===== config.mk =====
export PLATFORM = sky130hd
export DESIGN_NAME = uart_rx_fifo
export DESIGN_NICKNAME = d
export VERILOG_FILES = /design/src/rtl/uart_rx_fifo_pkg.sv /design/src/rtl/uart_rx_fifo_sync_fifo.sv /design/src/rtl/uart_rx_fifo.sv
export SDC_FILE = /design/constraint.sdc
export NUM_CORES = 1
export LEC_CHECK = 0
export ABC_AREA = 1
export CAP_MARGIN = 15
export CORE_ASPECT_RATIO = 0.5
export CORE_MARGIN = 1.5
export CORE_UTILIZATION = 55
export CTS_BUF_LIST = sky130_fd_sc_hd__clkbuf_4 sky130_fd_sc_hd__clkbuf_8 sky130_fd_sc_hd__clkbuf_16
export DETAILED_ROUTE_END_ITERATION = 8
export PLACE_DENSITY = 0.75
export SLEW_MARGIN = 20
export SYNTH_ARGS = -nofsm -noshare
export SYNTH_HDL_FRONTEND = slang
export SYNTH_SLANG_ARGS = --single-unit

===== constraint.sdc =====
create_clock -name clk -period 2.1 [get_ports clk]
set_clock_uncertainty 0.15 [all_clocks]
set_input_delay 0.42 -clock clk [delete_from_list [all_inputs] [get_ports clk]]
set_output_delay 0.42 -clock clk [all_outputs]
set_load 0.1 [all_outputs]

===== src/rtl/uart_rx_fifo_pkg.sv =====
// Shared constants and FSM state encoding for the UART receive front-end.
// Optional parity support is enabled with the UART_RX_PARITY_EN macro.
package uart_rx_fifo_pkg;

  localparam int unsigned OVS = 16;
  localparam int unsigned MID = 7;

  typedef enum logic [2:0] {
    ST_IDLE   = 3'd0,
    ST_START  = 3'd1,
    ST_DATA   = 3'd2,
    ST_PARITY = 3'd3,
    ST_STOP   = 3'd4
  } rx_state_e;

  // Rounded clk / (16 * baud) divider.
  function automatic int unsigned baud_div(input int unsigned clk_hz, input int unsigned baud);
    return (clk_hz + 8 * baud) / (16 * baud);
  endfunction

endpackage


===== src/rtl/uart_rx_fifo_sync_fifo.sv =====
// First-word-fall-through FIFO; occupancy kept in its own register.
// Head reads as zero while empty.
module sync_fifo #(
  parameter int unsigned DEPTH = 16,
  parameter int unsigned WIDTH = 8
) (
  input  logic                     clk_i,
  input  logic                     reset_i,
  input  logic                     push_i,
  input  logic [WIDTH-1:0]         data_i,
  input  logic                     pop_i,
  output logic [WIDTH-1:0]         data_o,
  output logic [$clog2(DEPTH):0]   count_o,
  output logic                     full_o,
  output logic                     empty_o
);

  localparam int unsigned AW = $clog2(DEPTH);
  localparam int unsigned CW = AW + 1;

  logic [WIDTH-1:0] mem_q [DEPTH];
  logic [AW-1:0]    wr_ptr_q;
  logic [AW-1:0]    rd_ptr_q;
  logic [CW-1:0]    count_q;
  logic             do_push;
  logic             do_pop;

  assign full_o  = (count_q == CW'(DEPTH));
  assign empty_o = (count_q == '0);
  assign do_pop  = pop_i && !empty_o;
  // A push at full is accepted only when a pop frees the head slot in the same cycle.
  assign do_push = push_i && (!full_o || do_pop);

  always_ff @(posedge clk_i) begin
    if (reset_i) begin
      wr_ptr_q <= '0;
      rd_ptr_q <= '0;
      count_q  <= '0;
    end else begin
      if (do_push) wr_ptr_q <= wr_ptr_q + AW'(1);
      if (do_pop)  rd_ptr_q <= rd_ptr_q + AW'(1);
      case ({do_push, do_pop})
        2'b10:   count_q <= count_q + CW'(1);
        2'b01:   count_q <= count_q - CW'(1);
        default: count_q <= count_q;
      endcase
    end
  end

  always_ff @(posedge clk_i) begin
    if (do_push) mem_q[wr_ptr_q] <= data_i;
  end

  assign data_o  = empty_o ? '0 : mem_q[rd_ptr_q];
  assign count_o = count_q;

endmodule


===== src/rtl/uart_rx_fifo.sv =====
// 16x-oversampled 8N1 UART deframer feeding a FWFT byte FIFO with sticky error flags.
// Define UART_RX_PARITY_EN to add a parity bit checked against PARITY_ODD.
module uart_rx_fifo
  import uart_rx_fifo_pkg::*;
#(
  parameter int unsigned CLK_HZ     = 100_000_000,
  parameter int unsigned BAUD       = 115200,
  parameter int unsigned FIFO_DEPTH = 16,
  parameter bit          PARITY_ODD = 1'b0
) (
  input  logic                          clk,
  input  logic                          reset,
  input  logic                          rxd,
  output logic [7:0]                    rx_data,
  output logic                          rx_valid,
  input  logic                          rx_ready,
  output logic [$clog2(FIFO_DEPTH):0]   fifo_count,
  output logic                          overrun,
  output logic                          frame_err,
  output logic                          parity_err,
  input  logic                          err_clr
);

  localparam int unsigned DIV = baud_div(CLK_HZ, BAUD);
  localparam int unsigned TW  = (DIV > 1) ? $clog2(DIV) : 1;

  logic            sync1_q, sync2_q, prev_q;
  rx_state_e       state_q, state_d;
  logic [TW-1:0]   tick_cnt_q, tick_cnt_d;
  logic [3:0]      phase_q, phase_d;
  logic [2:0]      bit_cnt_q, bit_cnt_d;
  logic [7:0]      shift_q, shift_d;
  logic            bad_q, bad_d;
  logic            push_q, push_d;
  logic            frame_err_q, parity_err_q, overrun_q;
  logic            set_ferr, set_perr, set_ovr;
  logic            tick, fall, fifo_full, fifo_empty, pop;

  assign tick = (tick_cnt_q == TW'(DIV - 1));
  assign fall = prev_q && !sync2_q;
  assign pop  = rx_ready && !fifo_empty;

  always_comb begin
    state_d    = state_q;
    phase_d    = phase_q;
    bit_cnt_d  = bit_cnt_q;
    shift_d    = shift_q;
    bad_d      = bad_q;
    push_d     = 1'b0;
    set_ferr   = 1'b0;
    set_perr   = 1'b0;
    tick_cnt_d = tick ? '0 : tick_cnt_q + TW'(1);
    unique case (state_q)
      ST_IDLE: begin
        // Restart the tick divider on the edge so every sample lands at a fixed mid-bit offset.
        if (fall) begin
          state_d    = ST_START;
          phase_d    = '0;
          tick_cnt_d = '0;
          bad_d      = 1'b0;
        end
      end
      ST_START: begin
        if (tick) begin
          if (phase_q == 4'(MID)) begin
            state_d   = sync2_q ? ST_IDLE : ST_DATA;
            phase_d   = '0;
            bit_cnt_d = '0;
          end else begin
            phase_d = phase_q + 4'd1;
          end
        end
      end
      ST_DATA: begin
        if (tick) begin
          if (phase_q == 4'(OVS - 1)) begin
            phase_d   = '0;
            shift_d   = {sync2_q, shift_q[7:1]};
            bit_cnt_d = bit_cnt_q + 3'd1;
            if (bit_cnt_q == 3'd7) begin
`ifdef UART_RX_PARITY_EN
              state_d = ST_PARITY;
`else
              state_d = ST_STOP;
`endif
            end
          end else begin
            phase_d = phase_q + 4'd1;
          end
        end
      end
`ifdef UART_RX_PARITY_EN
      ST_PARITY: begin
        if (tick) begin
          if (phase_q == 4'(OVS - 1)) begin
            phase_d = '0;
            state_d = ST_STOP;
            if ((^{shift_q, sync2_q}) != PARITY_ODD) begin
              set_perr = 1'b1;
              bad_d    = 1'b1;
            end
          end else begin
            phase_d = phase_q + 4'd1;
          end
        end
      end
`endif
      ST_STOP: begin
        if (tick) begin
          if (phase_q == 4'(OVS - 1)) begin
            phase_d = '0;
            state_d = ST_IDLE;
            if (!sync2_q)    set_ferr = 1'b1;
            else if (!bad_q) push_d   = 1'b1;
          end else begin
            phase_d = phase_q + 4'd1;
          end
        end
      end
      default: state_d = ST_IDLE;
    endcase
  end

  assign set_ovr = push_q && fifo_full && !pop;

  always_ff @(posedge clk) begin
    if (reset) begin
      sync1_q      <= 1'b1;
      sync2_q      <= 1'b1;
      prev_q       <= 1'b1;
      state_q      <= ST_IDLE;
      tick_cnt_q   <= '0;
      phase_q      <= '0;
      bit_cnt_q    <= '0;
      shift_q      <= '0;
      bad_q        <= 1'b0;
      push_q       <= 1'b0;
      frame_err_q  <= 1'b0;
      parity_err_q <= 1'b0;
      overrun_q    <= 1'b0;
    end else begin
      sync1_q    <= rxd;
      sync2_q    <= sync1_q;
      prev_q     <= sync2_q;
      state_q    <= state_d;
      tick_cnt_q <= tick_cnt_d;
      phase_q    <= phase_d;
      bit_cnt_q  <= bit_cnt_d;
      shift_q    <= shift_d;
      bad_q      <= bad_d;
      push_q     <= push_d;
      // A same-cycle set outranks err_clr.
      if (set_ferr)     frame_err_q  <= 1'b1;
      else if (err_clr) frame_err_q  <= 1'b0;
      if (set_perr)     parity_err_q <= 1'b1;
      else if (err_clr) parity_err_q <= 1'b0;
      if (set_ovr)      overrun_q    <= 1'b1;
      else if (err_clr) overrun_q    <= 1'b0;
    end
  end

  sync_fifo #(
    .DEPTH (FIFO_DEPTH),
    .WIDTH (8)
  ) u_fifo (
    .clk_i   (clk),
    .reset_i (reset),
    .push_i  (push_q),
    .data_i  (shift_q),
    .pop_i   (rx_ready),
    .data_o  (rx_data),
    .count_o (fifo_count),
    .full_o  (fifo_full),
    .empty_o (fifo_empty)
  );

  assign rx_valid   = !fifo_empty;
  assign overrun    = overrun_q;
  assign frame_err  = frame_err_q;
  assign parity_err = parity_err_q;

endmodule


==> run summary, run 1 <==
First-pass iteration count of the detailed router: 7
Post-synth top flop: sky130_fd_sc_hd__edfxtp_1
Number of buffers created by CTS: 17
CP Data Required Time: 1530 ps
Most frequent cell on the critical path: sky130_fd_sc_hd__nand2_1
Number of violations of the max-capacitance limit: 0
DP HPWL: 10.98 mm
CTS clock-pin slew for the worst setup and hold paths: 60 ps
Critical path's slowest cell: sky130_fd_sc_hd__dfxtp_4
# nets final: 847
Total routing resource utilization after global routing: 0.2556
Setup crit end: rx_data[4]
Fraction of power spent switching nets: 0.4222
Combinational power share: 0.497
Total instance count after detailed placement: 992
Sequential area share after synthesis: 0.6278
Internal power component: 7.947 mW
Diode count: 0
Capture instance of the worst register-to-register path: u_fifo.count_o[4]$_SDFFE_PP0P_
Async set-reset flop share out of synthesis: 0
Dominant cell by count in the synthesized netlist: sky130_fd_sc_hd__nand2_1
Worst skew pair latency: 430 ps
Wirelength per Cell: 17.06 um
Min cycle time layout: 2525 ps
Global-route wire length before repair: 27.83 mm
Post-layout worst setup margin: -425.2 ps
Buffers and inverters on the worst path: 3
H-tree depth reported by CTS: 4
Number of synthesized register bits: 175
Maximum clock rate: 396.0 MHz
Setup slack of the worst register-to-register path: -20 ps
Netlist Area Pre-Place: 0.007621 mm2
Synth Area per Inst: 9.897 um2
Arrival time reported for the critical path endpoint: 1960 ps
Post-Place Worst Slack: -480.5 ps
Leakage power summed over all cells: 3.646 nW
R2R depth: 16
Top cells by area in the synthesized netlist: sky130_fd_sc_hd__edfxtp_1 (50%), sky130_fd_sc_hd__dfxtp_1 (12%), sky130_fd_sc_hd__nand2_1 (12%), sky130_fd_sc_hd__nand3_1 (7.9%), sky130_fd_sc_hd__a21oi_1 (2.3%)
Worst-path cell chain: inv_8 -> buf_12 -> nand2_1 -> nand3_1 -> nand3_2 -> nand2_1 -> nand2_1 -> a21oi_4 -> buf_12
Instance area at placement: 0.008481 mm2
Number of enable-type register cells in the synthesized netlist: 128
Worst reg2reg startpoint: u_fifo.count_o[3]$_SDFFE_PP0P_
Number of routed nets with antenna violations: 0
Total power consumption of the routed design: 13.75 mW
Part of the total power dissipated in the clock network: 0.215
Post-synthesis cell type with the largest combined area: sky130_fd_sc_hd__edfxtp_1
Longest Clk Path Bufs: 2
Stage delay of the slowest cell on the critical path: 400 ps
Yosys warning total: 0
Clock tree root driver cell: sky130_fd_sc_hd__clkbuf_16
Global route overflow: 0
Horiz. Die Dim: 169.5 um
Clock tree from TritonCTS: built
Crit path max-delay family: simple AND/OR/NAND/NOR gates
Ranking of synthesized cells by instance count: sky130_fd_sc_hd__nand2_1 (236), sky130_fd_sc_hd__edfxtp_1 (128), sky130_fd_sc_hd__nand3_1 (121), sky130_fd_sc_hd__dfxtp_1 (47), sky130_fd_sc_hd__nor2_1 (44)
Startpoint class of the critical path: flip-flop
Pin count of the biggest net entering global routing: 22
Area of all placed cells without fillers: 0.009448 mm2
Initial DRC count: 607
Setup repair after global routing missed its margin: yes
WL final: 17.64 mm
Pin slew with the least headroom to its limit: 838.0 ps
Die height: 86.24 um
Share of total power in sequential cells: 0.288
Violated checks: setup timing
Result of the run: finished, violations left
Synthesized instance count: 770
Unique cell type count in the Yosys netlist: 34
Clock net sink count: 175
Via count: 5624
Routability congestion estimate: 0.8824
Post-Synthesis Net Count: 788
DR DRC count: 0
Area fraction of the dominant cell type after synthesis: 0.5044
Fraction of the core area covered by cells at the end of the flow: 0.6972
Final count of pins violating max slew: 0
Part of the cycle the worst path needs: 1.202
Fin Hold WS: 266.0 ps
Layout cells sized above 1: 0.2542
Buffers on Ports: 20
Initial antenna violation count: 0
Via/cell ratio: 5.439
Crit-path max FO: 8
Headroom to the max-slew limit: 0.4406
Total power per unit cell area: 1456 mW/mm2
Worst min-delay path category: flip-flop to flip-flop
Power spent charging and discharging nets: 5.807 mW
Starting utilization of the core area: 0.5624
Area inside the core boundary: 0.01355 mm2
Critical path type: flip-flop to output port
Number of setup violations in the final report: 9
Final non-filler cell total: 1034
Placement Rows: 30
Number of primary I/O pins: 22
Final total negative setup slack: -3227 ps
Maximum VDD drop: 1223 uV
Area grow syn2layout: 23.97%
Stages on the worst setup path: 9
Final Hold Vio Count: 0
Floorplan die area: 0.01461 mm2
Number of global-route vias before repair: 5476
Sort of element at the end of the critical path: output port
power groups by stage:
stage | Combinational [mW] | Clock [mW] | Sequential, mW
floorplan | 3.46 | 0 | 4.27
global placement | 5.94 | 0 | 3.99
detailed placement | 6.00 | 0 | 4.00
CTS | 6.39 | 2.97 | 3.95
global route | 7.27 | 3.10 | 3.97
finish | 6.84 | 2.96 | 3.96
sequential cells by signal (all words and copies together), names as in the netlist, named ones only:
name / flops
bit_cnt_q: 3
frame_err: 1
overrun: 1
phase_q: 4
prev_q: 1
push_q: 1
shift_q: 8
state_q: 3
sync1_q: 1
sync2_q: 1
tick_cnt_q: 6
u_fifo.count_o: 5
u_fifo.mem_q: 128
u_fifo.rd_ptr_q: 4
u_fifo.wr_ptr_q: 4
kinds of logic after synthesis:
logic type | Yosys count | share of synthesized area
AND/OR/NAND/NOR | 439 | 0.2551
flip-flops | 175 | 0.6278
buffers and inverters | 81 | 0.04777
AO/OA/AOI/OAI | 50 | 0.03481
adder cells (fa/ha/maj) | 13 | 0.02134
XOR/XNOR | 11 | 0.01264
other | 1 | 0.0004921
layout by cell type, fill, tap and decap left out, types with 7 or more instances in the layout:
cell	synthesis	layout
sky130_fd_sc_hd__nand2_1	236	217
sky130_fd_sc_hd__edfxtp_1	128	128
sky130_fd_sc_hd__nand3_1	121	109
sky130_fd_sc_hd__buf_4	9	41
sky130_fd_sc_hd__dfxtp_1	47	40
sky130_fd_sc_hd__inv_1	37	34
sky130_fd_sc_hd__nor2_1	44	31
sky130_fd_sc_hd__nand2_2	10	28
sky130_fd_sc_hd__a21oi_1	35	27
sky130_fd_sc_hd__nor2_2	8	20
sky130_fd_sc_hd__clkbuf_16	0	19
sky130_fd_sc_hd__buf_12	0	17
sky130_fd_sc_hd__inv_2	11	13
sky130_fd_sc_hd__nand3_2	2	13
sky130_fd_sc_hd__ha_1	13	10
sky130_fd_sc_hd__a21oi_4	0	8
sky130_fd_sc_hd__xor2_1	9	8
sky130_fd_sc_hd__o21ai_0	8	7
layout make-up:
| cell class | count | area [um2] |
|---|---|---|
| Timing Repair Buffer | 72 | 875.8 |
| Tap cell | 192 | 240.2 |
| Inverter | 49 | 193.9 |
| Sequential cell | 175 | 4808 |
| Clock buffer | 19 | 440.4 |
| Clock inverter | 13 | 105.1 |
| Multi-Input combinational cell | 514 | 2784 |
| Fill cell | 949 | 4103 |
what timing repair did:
action / in CTS / in global routing
gates cloned: 3 / 2
hold buffers: 0 / 0
buffers inserted: 3 / 3
resized for setup: 28 / 47
endpoints found under the setup margin: 27 / 100
endpoints found under the hold margin: 0 / 0
pin swaps: 9 / 21
worst min path at each step:
stage	start	to	slack, ps	cells after the start
2_1_floorplan	sync1_q$_SDFF_PP1_	sync2_q$_SDFF_PP1_	240	1
3_3_place_gp	sync1_q$_SDFF_PP1_	sync2_q$_SDFF_PP1_	240	1
3_5_place_dp	sync1_q$_SDFF_PP1_	sync2_q$_SDFF_PP1_	250	1
4_1_cts	sync1_q$_SDFF_PP1_	sync2_q$_SDFF_PP1_	270	1
5_1_grt	sync1_q$_SDFF_PP1_	sync2_q$_SDFF_PP1_	290	1
6_report	sync1_q$_SDFF_PP1_	sync2_q$_SDFF_PP1_	270	1
per-layer routing:
metal | track usage | vias up | part of all wire
li1 | - | 2697 | -
met1 | 0.3384 | 2666 | 0.42
met2 | 0.4254 | 226 | 0.48
met3 | 0.05205 | 35 | 0.078
met4 | 0.09413 | 0 | 0.021
met5 | 0 | - | 0
Note: power is estimated with default switching activity, not from simulation.
==> run 2, diff against run 1 <==
--- a/config.mk
+++ b/config.mk
@@ -12,8 +12,10 @@
 export CORE_UTILIZATION = 55
 export CTS_BUF_LIST = sky130_fd_sc_hd__clkbuf_4 sky130_fd_sc_hd__clkbuf_8 sky130_fd_sc_hd__clkbuf_16
 export DETAILED_ROUTE_END_ITERATION = 8
+export GPL_TIMING_DRIVEN = 0
 export PLACE_DENSITY = 0.75
 export SLEW_MARGIN = 20
 export SYNTH_ARGS = -nofsm -noshare
 export SYNTH_HDL_FRONTEND = slang
+export SYNTH_HIERARCHICAL = 1
 export SYNTH_SLANG_ARGS = --single-unit
==> run 2 against run 1 <==
  * The flow still finishes with violations (setup timing)
  * Sequential share of layout area down 2.8 points
  * First-iteration DRC count grew 11%
  * Register-to-register slack gained 20 ps
  * Routed wire length grew 13%
  * Critical path depth unchanged
  * Die area increased by 0.23%
  * Largest cell class unchanged
  * Core utilization up 4.0 points
  * Sequential power up 1%
  * Setup slack lost 95 ps
  * Combinational power fell by 5.3%
  * Cell count down 0.68%
==> run summary, run 2 <==
Violated checks: setup timing
Yosys warning total: 6
Initial antenna violation count: 0
CP Data Required Time: 1530 ps
Number of setup violations in the final report: 13
Flip-flop count of the largest register, all copies and words added: 128
Crit-path max FO: 5
First-pass iteration count of the detailed router: 5
Routability congestion estimate: 0.9013
Arrival time reported for the critical path endpoint: 2050 ps
Ranking of synthesized cells by instance count: sky130_fd_sc_hd__nand2_1 (217), sky130_fd_sc_hd__edfxtp_1 (128), sky130_fd_sc_hd__nand3_1 (125), sky130_fd_sc_hd__nor2_1 (72), sky130_fd_sc_hd__dfxtp_1 (47)
Maximum VDD drop: 1043 uV
Final total negative setup slack: -3846 ps
Most common cell after layout, fill and taps aside: sky130_fd_sc_hd__nand2_1
Part of the cycle the worst path needs: 1.248
Area inside the core boundary: 0.01355 mm2
Post-Synthesis Net Count: 784
Area grow syn2layout: 30.73%
Post-synth top flop: sky130_fd_sc_hd__edfxtp_1
Fin Hold WS: 259.0 ps
Total power per unit cell area: 1366 mW/mm2
Number of global-route vias before repair: 5293
Sort of element at the end of the critical path: output port
Unique cell type count in the Yosys netlist: 37
Synth Area per Inst: 9.985 um2
Top cells by area in the synthesized netlist: sky130_fd_sc_hd__edfxtp_1 (50%), sky130_fd_sc_hd__dfxtp_1 (12%), sky130_fd_sc_hd__nand2_1 (11%), sky130_fd_sc_hd__nand3_1 (8.2%), sky130_fd_sc_hd__nor2_1 (3.5%)
Clock tree root driver cell: sky130_fd_sc_hd__clkbuf_16
Headroom to the max-slew limit: 0.4233
Synthesized instance count: 765
Diode count: 0
DP HPWL: 11.24 mm
Commonest cells after routing, fill and taps aside: sky130_fd_sc_hd__nand2_1 (172), sky130_fd_sc_hd__edfxtp_1 (128), sky130_fd_sc_hd__nand3_2 (66)
Via count: 5906
Global route overflow: 0
Worst min-delay path category: flip-flop to flip-flop
Total instance count after detailed placement: 977
Starting utilization of the core area: 0.5637
DR DRC count: 0
Placement Rows: 30
Number of routed nets with antenna violations: 0
Via/cell ratio: 5.751
Layout cells sized above 1: 0.3353
Worst skew pair latency: 440 ps
Dominant cell by count in the synthesized netlist: sky130_fd_sc_hd__nand2_1
Sequential area share after synthesis: 0.6264
Number of primary I/O pins: 22
H-tree depth reported by CTS: 4
Result of the run: finished, violations left
Longest Clk Path Bufs: 2
Final Hold Vio Count: 0
Hold buffer count at CTS: 0
Clock tree from TritonCTS: built
Registers with the highest flip-flop counts: u_fifo/mem_q: 128 flops, shift_q: 8 flops, tick_cnt_q: 6 flops
Number of synthesized register bits: 175
Total routing resource utilization after global routing: 0.2542
Register bank with the most flops: u_fifo/mem_q
Area of all placed cells without fillers: 0.009986 mm2
Clock net sink count: 175
Total power consumption of the routed design: 13.64 mW
Final non-filler cell total: 1027
Post-layout worst setup margin: -520.0 ps
Async set-reset flop share out of synthesis: 0
Setup repair after global routing missed its margin: yes
Post-Place Worst Slack: -1042 ps
Area fraction of the dominant cell type after synthesis: 0.5032
Startpoint class of the critical path: flip-flop
Horiz. Die Dim: 169.7 um
Initial DRC count: 676
Critical path type: flip-flop to output port
Pin slew with the least headroom to its limit: 863.8 ps
Fraction of the core area covered by cells at the end of the flow: 0.7369
Number of buffers created by CTS: 17
Global-route wire length before repair: 27.32 mm
Final count of pins violating max slew: 0
Number of violations of the max-capacitance limit: 0
Number of enable-type register cells in the synthesized netlist: 128
Min cycle time layout: 2620 ps
Maximum clock rate: 381.7 MHz
Leakage power summed over all cells: 3.782 nW
Netlist Area Pre-Place: 0.007639 mm2
Wirelength per Cell: 19.47 um
Die height: 86.33 um
Instance area at placement: 0.008224 mm2
CTS clock-pin slew for the worst setup and hold paths: 70 ps
Pin count of the biggest net entering global routing: 19
Post-synthesis cell type with the largest combined area: sky130_fd_sc_hd__edfxtp_1
# nets final: 841
Buffers on Ports: 20
WL final: 19.99 mm
Floorplan die area: 0.01465 mm2
run 2: cell count changes in the layout (fill, tap and decap cells not counted), moves of 7 or more:
cell                              delta
sky130_fd_sc_hd__nand2_1            -45
sky130_fd_sc_hd__clkdlybuf4s15_2     +7
sky130_fd_sc_hd__nor2_2             -14
sky130_fd_sc_hd__buf_6               +9
sky130_fd_sc_hd__nor2_1             +25
sky130_fd_sc_hd__inv_2               -8
sky130_fd_sc_hd__nand3_2            +53
sky130_fd_sc_hd__nand2_2            +17
sky130_fd_sc_hd__nor2_4             +13
sky130_fd_sc_hd__nand3_1            -49
sky130_fd_sc_hd__buf_4              -31
run 2: final timing paths:
| kind | from | endpoint | slack, ps | depth (start not counted) |
|---|---|---|---|---|
| max | flip-flop | rx_data[4] | -520 | 9 |
| min | sync1_q$_SDFF_PP1_ | sync2_q$_SDFF_PP1_ | 260 | 1 |
| min reg2reg | sync1_q$_SDFF_PP1_ | sync2_q$_SDFF_PP1_ | 260 | 1 |
| max reg2reg | u_fifo/count_o[2]$_SDFFE_PP0P_ | u_fifo/count_o[4]$_SDFFE_PP0P_ | 0 | 13 |
run 2: critical path, stage by stage, from the launching register on:
cell and delay, ps:
sky130_fd_sc_hd__dfxtp_4 450, sky130_fd_sc_hd__clkbuf_16 190, sky130_fd_sc_hd__buf_8 110, sky130_fd_sc_hd__nand2_1 70
sky130_fd_sc_hd__nand3_1 120, sky130_fd_sc_hd__nand3_2 110, sky130_fd_sc_hd__nand2_2 80, sky130_fd_sc_hd__nand2_2 60
sky130_fd_sc_hd__a21oi_4 210, sky130_fd_sc_hd__buf_12 190
run 2: layer usage:
layer	GRT usage	up-vias	wire, um
li1	-	2705	-
met1	0.3465	2821	8184
met2	0.3852	324	9184
met3	0.07443	56	2137
met4	0.1062	0	486
met5	0	-	0
run 2: layout make-up:
class | instances | area [um2]
Buffer | 28 | 307.8
Clock buffer | 18 | 432.9
Clock inverter | 14 | 146.4
Fill cell | 809 | 3565
Inverter | 43 | 205.2
Multi-Input combinational cell | 519 | 3264
Sequential cell | 175 | 4807
Tap cell | 192 | 240.2
Timing Repair Buffer | 37 | 573.1
Timing Repair inverter | 1 | 8.758
run 2: power by group:
part / switching, mW / total [mW] / internal [mW]
Clock: 1.46 / 3.16 / 1.69
Sequential: 0.189 / 4.00 / 3.81
Combinational: 4.13 / 6.48 / 2.35
run 2: logic make-up (layout without fill, tap and decap cells):
group,after synthesis,count (layout),share of synthesized area
AOI/OAI and AO/OA,48,48,0.03243
xor gates and xnor gates,7,7,0.008026
adders and majority gates,14,14,0.02392
buffers and inverters,71,141,0.04586
DFF,175,175,0.6264
other,1,1,0.0004909
and+or+nand+nor,449,449,0.2629
run 2: timing repair:
action,in CTS,in global routing
pin swaps,7,78
buffers inserted,3,6
setup endpoints to repair,137,131
gates resized for setup,162,145
cloned,0,9
